`config.mk`:
```
export PLATFORM = sky130hd
export DESIGN_NAME = jtframe_snd_interp
export DESIGN_NICKNAME = d
export VERILOG_FILES = /design/src/rtl/jtframe_snd_interp.sv
export SDC_FILE = /design/constraint.sdc
export NUM_CORES = 1
export LEC_CHECK = 0
export BUFFER_PORTS_ARGS = -buffer_cell sky130_fd_sc_hd__clkbuf_2
export CAP_MARGIN = 0
export CORE_AREA = 4 4 69 135
export CTS_CLUSTER_SIZE = 30
export DETAILED_ROUTE_END_ITERATION = 6
export DIE_AREA = 0 0 73 139
export PLACE_DENSITY_LB_ADDON = 0.1
export SYNTH_ARGS = -nofsm -noshare
export SYNTH_HDL_FRONTEND = slang
export SYNTH_SLANG_ARGS = --single-unit
```
`constraint.sdc`:
```
create_clock -name clk_dac -period 3.35 [get_ports clk_dac]
set_clock_uncertainty 0.05 [all_clocks]
set_input_delay 0.5025 -clock clk_dac [delete_from_list [all_inputs] [get_ports clk_dac]]
set_output_delay 0.5025 -clock clk_dac [all_outputs]
set_load 0.02 [all_outputs]
```
`src/rtl/jtframe_snd_interp.sv`:
```
// rtl/jtframe_snd_interp.sv - linear interpolator between core-domain audio samples and the DAC word
// A toggle announces each new sample; the output ramps to it over 2^SHIFT cen steps.
module jtframe_snd_interp #(
   parameter logic SIGNED_SND = 1'b0,
   parameter int   SHIFT      = 5
) (
   input  logic        rst,
   input  logic        clk_dac,
   input  logic        cen,
   input  logic [15:0] snd_in,
   input  logic        snd_tgl,
   output logic [19:0] pcm_out,
   output logic        pcm_stb,
   output logic        overrun
);

   localparam int AW = 16 + SHIFT;
   localparam int CW = SHIFT + 1;
   localparam logic [CW-1:0] LAST = CW'((1 << SHIFT) - 1);

   typedef enum logic { IDLE, RAMP } state_t;

   state_t          state, nxt_state;
   logic [AW-1:0]   acc, nxt_acc;
   logic [16:0]     delta, nxt_delta;
   logic [15:0]     target, nxt_target;
   logic [CW-1:0]   cnt, nxt_cnt;
   logic            nxt_ovr;
   logic            step, step_q;
   logic            tgl_s1, tgl_s2, tgl_q;
   logic [2:0]      arm;
   logic            new_evt;
   logic [15:0]     snd_conv;
   logic [AW:0]     diff;

   // arm holds off edge detection until tgl_q has captured the post-reset level
   assign new_evt  = arm[2] & (tgl_s2 ^ tgl_q);
   assign snd_conv = {snd_in[15] ^ SIGNED_SND, snd_in[14:0]};
   assign diff     = {1'b0, snd_conv, {SHIFT{1'b0}}} - {1'b0, acc};

   always_ff @(posedge clk_dac or posedge rst) begin
      if (rst) begin
         tgl_s1 <= 1'b0;
         tgl_s2 <= 1'b0;
         tgl_q  <= 1'b0;
         arm    <= 3'd0;
      end else begin
         tgl_s1 <= snd_tgl;
         tgl_s2 <= tgl_s1;
         tgl_q  <= tgl_s2;
         arm    <= {arm[1:0], 1'b1};
      end
   end

   always_comb begin
      nxt_state  = state;
      nxt_acc    = acc;
      nxt_delta  = delta;
      nxt_target = target;
      nxt_cnt    = cnt;
      nxt_ovr    = overrun;
      step       = 1'b0;
      if (new_evt) begin
         nxt_target = snd_conv;
         nxt_delta  = diff[AW:SHIFT];
         nxt_cnt    = '0;
         nxt_state  = RAMP;
         if (state == RAMP) nxt_ovr = 1'b1;
      end else if (state == RAMP && cen) begin
         step    = 1'b1;
         nxt_cnt = cnt + 1'b1;
         // last step lands exactly on the target, discarding truncation residue
         if (cnt == LAST) begin
            nxt_acc   = {target, {SHIFT{1'b0}}};
            nxt_state = IDLE;
         end else begin
            nxt_acc = acc + AW'($signed(delta));
         end
      end
   end

   always_ff @(posedge clk_dac or posedge rst) begin
      if (rst) begin
         state   <= IDLE;
         acc     <= {16'h8000, {SHIFT{1'b0}}};
         delta   <= '0;
         target  <= 16'h8000;
         cnt     <= '0;
         overrun <= 1'b0;
         step_q  <= 1'b0;
         pcm_out <= 20'h40000;
         pcm_stb <= 1'b0;
      end else begin
         state   <= nxt_state;
         acc     <= nxt_acc;
         delta   <= nxt_delta;
         target  <= nxt_target;
         cnt     <= nxt_cnt;
         overrun <= nxt_ovr;
         step_q  <= step;
         pcm_out <= {1'b0, acc[AW-1:SHIFT], 3'd0};
         pcm_stb <= step_q;
      end
   end

endmodule

```
# == Yosys cells after proc, flatten, opt, wreduce, memory -nomap -nowiden ==
# Cells that the tools add are included.
# classes
n_addsub,3
eq_ne,1
n_bitwise,3
reduce_logical,6
mux,8
# op_table
cell,n
subtractor 21 x 21 -> 22 bit,1
adder 21 bit,1
two-way mux 21 bit,1
two-way mux 6 bit,2
"adder 6 x 1 -> 6 bit, second input constant",1
"equality test 6 x 5 -> 1 bit, second input constant",1
AND reduction 2 bit,3
two-way mux 1 bit,5
nonzero test 2 bit,2
AND 1 bit,1
logical AND 1 bit,1
NOT 1 bit,1
bitwise XOR 1 bit,1
# word_totals
input_bits,20
reg_bits,86
elab_cells,34
output_inout_bits,22

# == Depth between registers and ports, before layout ==
# Gate-level depths: netlist of run 1.
# depth
depth_word,4
mapped_depth,9
depth_no_buf,9

# == Worst setup path before layout of run 1 ==
# No wires, ideal clock.
# synth_timing
path_kind,register to register
startpoint,register acc[0]
endpoint,register acc[12]
setup_time_ps,136
required_time_ps,3164
path_slack_ps,871
arrival_time_ps,2293
stages_incl_launch_ff,10
path_cell_list,dfrtp_1 > ha_1 > fa_1 > a21o_1 > a221oi_2 > a221oi_2 > o21a_1 > o31a_1 > a22oi_1 > o21ai_0
# synth_between
elab_chain_len,2
# synth_rtl
item,line,text
"start, declared",24,"logic [AW-1:0] acc, nxt_acc;"
"start signal, assigned",85,"acc <= {16'h8000, {SHIFT{1'b0}}};"
"start signal, assigned",95,acc <= nxt_acc;
adder 21 bit,77,nxt_acc = acc + AW'($signed(delta));
two-way mux 21 bit,73,if (cnt == LAST) begin
# Every way passes these cells.
# A chain may end at the register's enable or synchronous reset.

# == Worst setup path after layout of run 1 ==
# layout_timing
startpoint,register acc[0]
endpoint,register acc[16]
# Same word-level chain as after synthesis.

==> metrics.md, run 1 <==
| Metric | Value |
|---|---|
| TritonCTS clock tree | `yes` |
| Fin Setup TNS | `0 ps` |
| Synth cell types | `between 60 and 70` |
| Hold Buf Count CTS | `0` |
| CP Capture Type | `flip-flop` |
| Ranking of synthesized cells by area | `dfrtp_1 (42%), ha_1 (9.4%), nand2_1 (7.3%)` |
| Most frequent cells in the layout | `nand2_1 (95), dfrtp_1 (83), ha_1 (37), clkbuf_2 (37)` |
| Worst-Margin Slew | `between 800 and 900 ps` |
| CP Launch Type | `flip-flop` |
| Final slew viol count | `0` |
| R2r endpoint | `acc[16]` |
| Final Cell Area | `0.00547 mm2` |
| Die H | `around 140 um` |
| Vias per inst | `5.96` |
| Num CTS Buffers | `9` |
| Detailed Place HPWL | `around 9000 um` |
| Psw | `2.56 mW` |
| DP Area | `around 0.0052 mm2` |
| Final hold vios | `0` |
| Initial antenna violation count | `0` |
| EDFF count, synth | `0` |
| Post_cts resized | `0` |
| Worst vdd ir | `~600 uV` |
| Worst reg-to-reg path cell count | `9` |
| PortBufs | `37` |
| Most common cell after layout, fill and taps aside | `nand2_1` |
| Max-cap viol count | `0` |
| Synthesized area per cell | `a little over 9 um2` |
| Cell accounting for the most synthesized area | `dfrtp_1` |
| CTS Sinks | `86` |
| Minimum clock period | `2710 ps` |
| Place WS | `648 ps` |
| Sequential share of the synthesized area | `0.439` |
| DRC Markers | `0` |
| DRT Pass-1 Iters | `4` |
| Starting Density | `0.592` |
| Yosys warning count | `0` |
| Pwr per Cell Area | `about 1100 mW/mm2` |
| Combinational group share of total power | `0.544` |
| Vias in the first global route | `~4200` |
| Req. time, crit path | `3560 ps` |
| Final WS setup | `between 600 and 700 ps` |
| Routed via count | `a little under 4000` |
| Cells after Synth | `around 530` |
| Switch share | `0.430` |
| Crit Reg-Reg Startpoint | `acc[0]` |
| DRT iter0 DRCs | `between 200 and 250` |
| Critical Path AT | `slightly below 3000 ps` |
| Pleak | `around 2.7 nW` |
| # fillers | `700` |
| Synthesized area | `just under 0.005 mm2` |
| Outcome | `finished clean` |
| Gr ovfl total | `0` |
| DR WL/cell | `~18 um` |
| First-pass GRT wire length | `roughly 20000 um` |
| Area Overhead vs Synth | `11.5%` |
| Yosys top cell area share | `0.423` |
| Register share of total power | `0.291` |
| Clock power share | `0.165` |
| Max H-tree Level | `3` |
| Die span in x | `about 73 um` |
| Async set-reset flop share out of synthesis | `1.00` |
| Power Internal | `between 3 and 4 mW` |
| Post-CTS Setup Repair Bufs | `0` |
| Flop-to-flop setup slack | `640 ps` |
| Final setup viols | `0` |
| Crit Path Class | `flip-flop to flip-flop` |
| Rel. slew slack | `0.448` |
| Die footprint | `between 0.01 and 0.015 mm2` |
| Num rows | `47` |
| Max Fclk | `0.369 GHz` |
| Most used DFF post-synth | `dfrtp_1` |
| Final nets | `about 620` |
| Share of layout cells above drive strength 1 | `0.150` |
| Final Wtd Congestion | `between 0.8 and 0.9` |
| Io pins | `42` |
| GRT Overall Usage | `0.251` |
| Final period utilization | `0.809` |
| Pin count of the biggest net entering global routing | `51` |
| Crit-path max FO | `6` |
| Hold Crit Class | `input pin to asynchronous set/reset pin` |
| Final wirelength | `roughly 12000 um` |
| Post-DRT Antenna Nets | `0` |
| RSZ-0062 raised after global routing | `no` |
| Clock latency on the worst-skew pair | `around 340 ps` |
| Clk root buf | `clkbuf_16` |
| Core area | `0.00829 mm2` |
| Ant diodes | `0` |
| Clock Path Buffers | `2` |
| Number of synthesized register bits | `86` |
| Worst-path clk slew | `roughly 60 ps` |
-- flip-flops by register name, summed over array words and instances (netlist names) --
name,cells
pcm_out,16
overrun,1
target,16
tgl_q,1
cnt,6
pcm_stb,1
acc,21
step_q,1
arm,3
tgl_s2,1
state,1
delta,17
tgl_s1,1
-- Yosys cell counts (all sizes together), types with 2 or more instances --
library cell,instances
nand2,95
dfrtp,83
ha,37
o21ai,35
a21oi,34
nor2,32
inv,20
xor2,18
clkbuf,16
nand3,15
a21o,14
and3,13
a31oi,7
o21a,7
o31ai,7
xnor2,7
nor3,6
a211oi,5
buf,5
nand2b,5
a221oi,4
nand4,4
nor2b,4
o211ai,4
or2,4
and2,3
dfstp,3
nor3b,3
o31a,3
or4,3
conb,2
mux2i,2
nand3b,2
o2111ai,2
o21bai,2
o221ai,2
or3,2
-- through the flow --
step                utilization  hold WS (ps)  power (mW)  instances
global route              0.660           188        6.41        666
CTS                       0.660           164        5.97        666
global placement          0.625           284        4.87        650
detailed placement        0.625           288        4.97        650
floorplan                     -           281        4.15        530
finish                    0.660           137        5.96        666
-- routing by layer --
metal,part of all wire,global-route usage
met1,0.37,0.258
met2,0.54,0.445
met3,0.031,0.0356
met4,0.058,0.168
met5,0,0
-- power groups by stage --
stage	Combinational [mW]	Sequential [mW]	Clock, mW
finish	3.24	1.74	0.983
global route	3.60	1.77	1.03
CTS	3.24	1.74	0.997
detailed placement	3.21	1.76	0
global placement	3.13	1.74	0
floorplan	2.39	1.76	0
-- logic make-up after synthesis --
group                    synth area share
flip-flops                          0.439
buffers and inverters              0.0344
adder cells (fa/ha/maj)            0.0984
XOR/XNOR                           0.0446
multiplexers                      0.00637
AND/OR/NAND/NOR                     0.187
other                             0.00153
AO/OA/AOI/OAI                       0.188
-- worst max-delay path: stages, from the launching register on --
cell and delay, ps:
dfrtp_1 400, ha_1 230, fa_1 410, a21o_1 200, a221oi_2 390, a221oi_2 190, o21ai_0 220, a21boi_0 130
o31a_1 280, o21ai_0 140
-- cell type report --
class	instances	area [um2]	area share
Clock buffer	12	246	0.0450
Clock inverter	4	47.5	0.00869
Inverter	20	76.3	0.0139
Multi-Input combinational cell	403	2590	0.474
Sequential cell	86	2160	0.394
Tap cell	98	123	0.0224
Timing Repair Buffer	43	230	0.0421
-- worst max path at each step --
stage,from,end,slack [ps],cells after the start
global placement,snd_in[12],delta[15],680,8
detailed placement,acc[0],acc[16],650,9
finish,acc[0],acc[16],640,9
global route,acc[0],acc[20],460,9
CTS,acc[0],acc[16],640,9
floorplan,rst,acc[0],580,1
Power figures use the tool's default switching activity.
==> inputs of run 2 (changes only) <==
--- a/config.mk
+++ b/config.mk
@@ -7,10 +7,10 @@
 export LEC_CHECK = 0
 export BUFFER_PORTS_ARGS = -buffer_cell sky130_fd_sc_hd__clkbuf_2
 export CAP_MARGIN = 0
-export CORE_AREA = 4 4 69 135
+export CORE_AREA = 4 4 73 142
 export CTS_CLUSTER_SIZE = 30
 export DETAILED_ROUTE_END_ITERATION = 6
-export DIE_AREA = 0 0 73 139
+export DIE_AREA = 0 0 77 146
 export PLACE_DENSITY_LB_ADDON = 0.1
 export SYNTH_ARGS = -nofsm -noshare
 export SYNTH_HDL_FRONTEND = slang
==> constraint.sdc (replaced) <==
create_clock -name clk_dac -period 2.3 [get_ports clk_dac]
set_clock_uncertainty 0.05 [all_clocks]
set_input_delay 0.345 -clock clk_dac [delete_from_list [all_inputs] [get_ports clk_dac]]
set_output_delay 0.345 -clock clk_dac [all_outputs]
set_load 0.02 [all_outputs]
==> run 2 against run 1 <==
  * The run now ends with hold timing, setup timing left
  * Largest cell class unchanged
  * Worst hold slack got worse by 140 ps
  * Clock power up 75%
  * Wire length up 20%
  * Utilization up 5.0 points
  * Combinational power up 120%
  * Via count grew 12%
  * Worst setup slack lost 830 ps
==> metrics.md, run 2 (same netlist as run 1, synthesis figures left out) <==
| Metric | Value |
|---|---|
| Final setup viols | `10 (+10)` |
| DRT Pass-1 Iters | `5 (+1)` |
| Max Fclk | `0.402 GHz (+8.9%)` |
| Die span in x | `77 um (+5.5%)` |
| Share of layout cells above drive strength 1 | `0.348 (+0.198)` |
| Most common cell after layout, fill and taps aside | `nand2_1` |
| Register share of total power | `0.224 (-0.067)` |
| Final Cell Area | `0.00662 mm2 (+21%)` |
| Area Overhead vs Synth | `34.9%` |
| DRT iter0 DRCs | `228 (+10%)` |
| Clock Path Buffers | `2 (unchanged)` |
| Placed Instances | `716 (+10%)` |
| Max reg flops | `21 (unchanged)` |
| Critical Path Max Stage Delay | `390 ps (-20 ps)` |
| Minimum clock period | `2490 ps (-222 ps)` |
| Place WS | `-231 ps (-879 ps)` |
| Pleak | `3.16 nW (+18%)` |
| Max H-tree Level | `3 (unchanged)` |
| Clk root buf | `clkbuf_16` |
| Pin count of the biggest net entering global routing | `51 (unchanged)` |
| Final slew viol count | `0 (unchanged)` |
| DRC Markers | `0 (unchanged)` |
| Critical Path AT | `2710 ps (-210 ps)` |
| Switch share | `0.416 (-0.0138)` |
| Top reg by flops | `acc` |
| TritonCTS clock tree | `yes` |
| Worst-Margin Slew | `583 ps (-244 ps)` |
| Worst path slowest cell | `or3_1` |
| Worst-path clk slew | `70 ps (about the same)` |
| Final period utilization | `1.08 (+0.273)` |
| Largest delay share family, worst path | `compound AO/OA/AOI/OAI gates` |
| Clock power share | `0.150 (-0.015)` |
| Routed via count | `4432 (+12%)` |
| Final std cells w/o fill | `751 (+13%)` |
| Num rows | `50 (+6.4%)` |
| Vias per inst | `5.90 (-1.0%)` |
| Post-DRT Antenna Nets | `0 (unchanged)` |
| Worst vdd ir | `882 uV (+49%)` |
| Io pins | `42 (unchanged)` |
| Register Area | `0.00216 mm2 (+0.17%)` |
| Overall power | `11.4 mW (+92%)` |
| Die footprint | `0.0112 mm2 (+11%)` |
| # fillers | `715 (+2.1%)` |
| DP Area | `0.00570 mm2 (+10%)` |
| Final Wtd Congestion | `0.970 (+8.3%)` |
| Initial antenna violation count | `0 (unchanged)` |
| Starting Density | `0.526 (-0.0654)` |
| Hold Buf Count CTS | `0 (unchanged)` |
| Ant diodes | `0 (unchanged)` |
| Combinational group share of total power | `0.626 (+0.082)` |
| Failing checks | `hold timing, setup timing` |
| Outcome | `finished, violations left` |
| Pwr per Cell Area | `1730 mW/mm2 (+59%)` |
| Rel. slew slack | `0.610 (+0.163)` |
| DR WL/cell | `19.3 um (+6.6%)` |
| Final wirelength | `14500 um (+20%)` |
| Core area | `0.00932 mm2 (+12%)` |
| Min Hold Slack | `-6.67 ps (-144 ps)` |
| Clock latency on the worst-skew pair | `350 ps (about the same)` |
| Crit Path Class | `flip-flop to flip-flop` |
| Gr ovfl total | `0 (unchanged)` |
| Hold Crit Class | `input pin to asynchronous set/reset pin` |
| Detailed Place HPWL | `10100 um (+12%)` |
| Num CTS Buffers | `9 (unchanged)` |
| Final WS setup | `-188 ps (-828 ps)` |
| Max-cap viol count | `0 (unchanged)` |
| PortBufs | `37 (unchanged)` |
| Footprint of the multi-input gates | `0.00303 mm2 (+17%)` |
| GRT Overall Usage | `0.258 (+0.00770)` |
| Crit-path max FO | `5 (-1)` |
| Final nets | `700 (+13%)` |
| Req. time, crit path | `2520 ps (-1040 ps)` |
| Final hold vios | `14 (+14)` |
| Die H | `146 um (+5.0%)` |
| First-pass GRT wire length | `22600 um (+15%)` |
| Power Internal | `6.68 mW (+96%)` |
| CP Capture Type | `flip-flop` |
| RSZ-0062 raised after global routing | `yes` |
| Psw | `4.76 mW (+86%)` |
| CP Launch Type | `flip-flop` |
| CTS Sinks | `86 (unchanged)` |
| WP buf/inv | `1 (+1)` |
| Most frequent cells in the layout | `nand2_1 (95), dfrtp_1 (80), buf_4 (77), clkbuf_2 (37), nor2_1 (29)` |
| Top Registers | `acc: 21 flops, delta: 17 flops` |
| Vias in the first global route | `4602 (+8.7%)` |
| Worst-path cell chain | `buf_4 > ha_1 > a21o_1 > o21ai_0 > o21ai_1 > or3_1 > mux2i_1 > o22ai_1 > nor2b_1` |
## run 2: cell types whose count changed in the layout (fill, tap and decap cells not counted), sizes merged
| cell | delta |
|---|---|
| buf | +79 |
| bufinv | +2 |
| clkbuf | -1 |
| clkinv | -2 |
| clkinvlp | +1 |
## run 2: stage by stage
| stage | utilization | setup TNS, ps | hold WS [ps] |
|---|---|---|---|
| 2_1_floorplan | - | -157 | 281 |
| 3_3_place_gp | 0.612 | -798 | 283 |
| 3_5_place_dp | 0.612 | -1520 | 288 |
| 4_1_cts | 0.674 | -679 | 16.4 |
| 5_1_grt | 0.710 | -2060 | 43.2 |
| 6_report | 0.710 | -645 | -6.67 |
## run 2: power by group through the flow
| stage | sequential (mW) | clock [mW] | combinational (mW) |
|---|---|---|---|
| 5_1_grt | 2.62 | 1.81 | 7.76 |
| 4_1_cts | 2.51 | 1.73 | 6.23 |
| 6_report | 2.56 | 1.72 | 7.16 |
| 2_1_floorplan | 2.57 | 0 | 3.59 |
| 3_3_place_gp | 2.51 | 0 | 5.55 |
| 3_5_place_dp | 2.53 | 0 | 5.69 |
## run 2: timing repair
action | CTS | global route
endpoints found under the setup margin | 16 | 23
pin swaps | 28 | 36
gates resized for setup | 37 | 51
setup buffers | 7 | 13
cloned | 0 | 0
## run 2: final timing paths
path | slack (ps) | from | to | cells past startpoint
min reg2reg | 300 | arm[1] | arm[2] | 0
min | -7 | rst | delta[3] | 2
max | -190 | acc[17] | acc[20] | 9
min in group clk_dac | 50 | snd_tgl | tgl_s1 | 1
max in group asynchronous | 1580 | rst | pcm_out[18] | 3
max reg2reg | -190 | acc[17] | acc[20] | 9
## run 2: area by class of cell
cell class	instances	area share
multi-input combinational	403	0.458
sequential	86	0.326
timing repair buffer	122	0.132
clock buffer	11	0.0367
tap	104	0.0197
clock inverter	5	0.0161
inverter	20	0.0119
## run 2: layer usage
metal / wire length [um] / share of wire / GRT usage
met1: 4890 / 0.34 / 0.261
met2: 8190 / 0.57 / 0.477
met3: 586 / 0.041 / 0.0366
met4: 794 / 0.055 / 0.176
met5: 0 / 0 / 0
## run 2: worst register-to-register path, delay by kind of cell, from the launching register on
kind	cells	cell delay [ps]
buf+inv	1	150
mux	1	230
simple gates	2	580
flops	1	380
compound gates	4	660
fa+ha+maj	1	360
==> inputs of run 3 (changes only) <==
--- a/config.mk
+++ b/config.mk
@@ -11,7 +11,7 @@
 export CTS_CLUSTER_SIZE = 30
 export DETAILED_ROUTE_END_ITERATION = 6
 export DIE_AREA = 0 0 77 146
-export PLACE_DENSITY_LB_ADDON = 0.1
+export PLACE_DENSITY = 0.74
 export SYNTH_ARGS = -nofsm -noshare
 export SYNTH_HDL_FRONTEND = slang
 export SYNTH_SLANG_ARGS = --single-unit
==> run 3 against run 2 <==
  * The flow still finishes with violations (hold timing, setup timing)
  * Cell count is 1.7% lower
  * Global-route usage down 0.91 points
  * Sequential share of layout area rose by 1.6 points
  * Critical path type unchanged
  * Sequential power hardly changed
  * Largest power group unchanged
  * Largest cell class unchanged
  * Critical path depth unchanged
  * Utilization fell by 3.3 points
  * Register-to-register slack improved by 50 ps
==> metrics.md, run 3 (same netlist as run 1, synthesis figures left out) <==
| Metric | Value |
|---|---|
| RSZ-0062 raised after global routing | `yes` |
| CTS Sinks | `86 (unchanged)` |
| Post-DRT Antenna Nets | `0 (unchanged)` |
| Hold Buf Count CTS | `0 (unchanged)` |
| Max Fclk | `0.411 GHz (+2.2%)` |
| TritonCTS clock tree | `yes` |
| CP Launch Type | `flip-flop` |
| Combinational group share of total power | `0.618 (-0.008)` |
| Core Util, Final | `0.677 (-0.0330)` |
| Final WS setup | `-134 ps (+53.2 ps)` |
| Final hold vios | `2 (-12)` |
| Most frequent cells in the layout | `nand2_1 (95), dfrtp_1 (78), buf_4 (70), clkbuf_2 (37), nor2_1 (31)` |
| Most common cell on crit path | `a221oi_4` |
| Pin count of the biggest net entering global routing | `51 (unchanged)` |
| Die footprint | `0.0112 mm2 (unchanged)` |
| DRC Markers | `0 (unchanged)` |
| Register share of total power | `0.240 (+0.016)` |
| Most common cell after layout, fill and taps aside | `nand2_1` |
| Worst-Margin Slew | `606 ps (+23.0 ps)` |
| Final wirelength | `13700 um (-5.4%)` |
| Max reg flops | `21 (unchanged)` |
| Die H | `146 um (unchanged)` |
| First-pass GRT wire length | `22000 um (-2.4%)` |
| Clock Path Buffers | `2 (unchanged)` |
| Worst vdd ir | `872 uV (-1.1%)` |
| Power Internal | `6.06 mW (-9.2%)` |
| Top Registers | `acc: 21 flops, delta: 17 flops` |
| Die span in x | `77 um (unchanged)` |
| Routed via count | `4410 (-0.50%)` |
| DRT iter0 DRCs | `298 (+31%)` |
| Vias per inst | `5.98 (+1.3%)` |
| PortBufs | `37 (unchanged)` |
| Detailed Place HPWL | `9900 um (-1.5%)` |
| Crit Path Class | `flip-flop to flip-flop` |
| DRT Pass-1 Iters | `5 (unchanged)` |
| Req. time, crit path | `2480 ps (-40 ps)` |
| Pwr per Cell Area | `1670 mW/mm2 (-3.1%)` |
| Hold Crit Class | `input pin to asynchronous set/reset pin` |
| Gr ovfl total | `0 (unchanged)` |
| Max-cap viol count | `0 (unchanged)` |
| Initial antenna violation count | `0 (unchanged)` |
| Max H-tree Level | `3 (unchanged)` |
| Area Overhead vs Synth | `28.7%` |
| Min Hold Slack | `-4.04 ps (+2.63 ps)` |
| Crit-path max FO | `6 (+1)` |
| Worst-path cell chain | `ha_2 > fa_2 > a21o_1 > a221oi_4 > a221oi_4 > o21a_1 > o31a_1 > a22oi_1 > o21ai_1` |
| Final Wtd Congestion | `0.910 (-6.2%)` |
| Pleak | `3.03 nW (-4.0%)` |
| Overall power | `10.6 mW (-7.6%)` |
| Switch share | `0.426 (+0.0106)` |
| GRT Overall Usage | `0.249 (-0.00910)` |
| CP Capture Type | `flip-flop` |
| Final setup viols | `10 (unchanged)` |
| Critical Path AT | `2610 ps (-100 ps)` |
| Top reg by flops | `acc` |
| Failing checks | `hold timing, setup timing` |
| Vias in the first global route | `4709 (+2.3%)` |
| Final slew viol count | `0 (unchanged)` |
| Num CTS Buffers | `9 (unchanged)` |
| Critical Path Max Stage Delay | `400 ps (about the same)` |
| Ant diodes | `0 (unchanged)` |
| Core area | `0.00932 mm2 (unchanged)` |
| Psw | `4.51 mW (-5.2%)` |
| Clock power share | `0.142 (-0.008)` |
| Starting Density | `0.526 (unchanged)` |
| Final period utilization | `1.06 (-0.0231)` |
| Worst path slowest cell | `dfrtp_1` |
| Final Cell Area | `0.00631 mm2 (-4.6%)` |
| Clk root buf | `clkbuf_16` |
| Final nets | `687 (-1.9%)` |
| Num rows | `50 (unchanged)` |
| Share of layout cells above drive strength 1 | `0.308 (-0.0402)` |
| DR WL/cell | `18.5 um (-3.7%)` |
| Outcome | `finished, violations left` |
| Rel. slew slack | `0.595 (-0.0154)` |
| Io pins | `42 (unchanged)` |
| Worst-path clk slew | `60 ps (about the same)` |
| Clock latency on the worst-skew pair | `350 ps (about the same)` |
| DP Area | `0.00568 mm2 (-0.48%)` |
| Minimum clock period | `2430 ps (-53.2 ps)` |
[run 3: cell count changes in the layout (fill, tap and decap cells not counted), sizes merged]
cell / before / now
inv: 19 / 20
clkbuf: 48 / 47
buf: 85 / 72
clkinvlp: 2 / 4
bufinv: 3 / 1
[run 3: per-layer routing]
| metal | global-route usage | share of wire | vias up |
|---|---|---|---|
| met1 | 0.239 | 0.34 | 2134 |
| met2 | 0.464 | 0.56 | 149 |
| met3 | 0.0428 | 0.038 | 68 |
| li1 | - | - | 2059 |
| met4 | 0.179 | 0.065 | 0 |
| met5 | 0 | 0 | - |
[run 3: layout make-up]
| type | count | area, um2 |
|---|---|---|
| Clock buffer | 10 | 239 |
| Clock inverter | 6 | 70.1 |
| Fill cell | 694 | 3010 |
| Inverter | 20 | 78.8 |
| Multi-Input combinational cell | 403 | 2890 |
| Sequential cell | 86 | 2160 |
| Tap cell | 104 | 130 |
| Timing Repair Buffer | 109 | 742 |
[run 3: power by group through the flow]
stage	logic, mW	clock network, mW	registers (mW)
2_1_floorplan	3.59	0	2.57
3_3_place_gp	5.51	0	2.50
3_5_place_dp	5.66	0	2.53
4_1_cts	5.99	1.52	2.50
5_1_grt	7.12	1.57	2.60
6_report	6.53	1.50	2.54
[run 3: path summary, 6_finish.rpt]
check	from	endpoint	slack (ps)	cells past startpoint
worst max-delay path	delta[0]	acc[12]	-130	9
worst min-delay path	rst	pcm_stb	-4	2
worst max register to register	delta[0]	acc[12]	-130	9
worst min register to register	step_q	pcm_stb	300	0
max in group asynchronous	rst	cnt[4]	1530	3
min in group clk_dac	snd_tgl	tgl_s1	50	1
[run 3: repair_timing]
| item | CTS | global route |
|---|---|---|
| endpoints found under the setup margin | 18 | 22 |
| gates resized for setup | 21 | 36 |
| hold endpoints to repair | 0 | 0 |
| setup buffers | 5 | 5 |
| pin swaps | 17 | 23 |
[run 3: through the flow]
step	setup TNS [ps]	worst slack, ps	std cells
floorplan	-157	-76.1	530
global placement	-641	-126	714
detailed placement	-1510	-203	714
CTS	-1010	-158	733
global route	-1970	-224	738
finish	-745	-134	738
[run 3: worst max-delay path, delay by kind of cell (launching register included)]
kind,cells,cell delay [ps]
AOI/OAI and AO/OA,7,1320
adders and majority gates,2,540
DFF,1,400
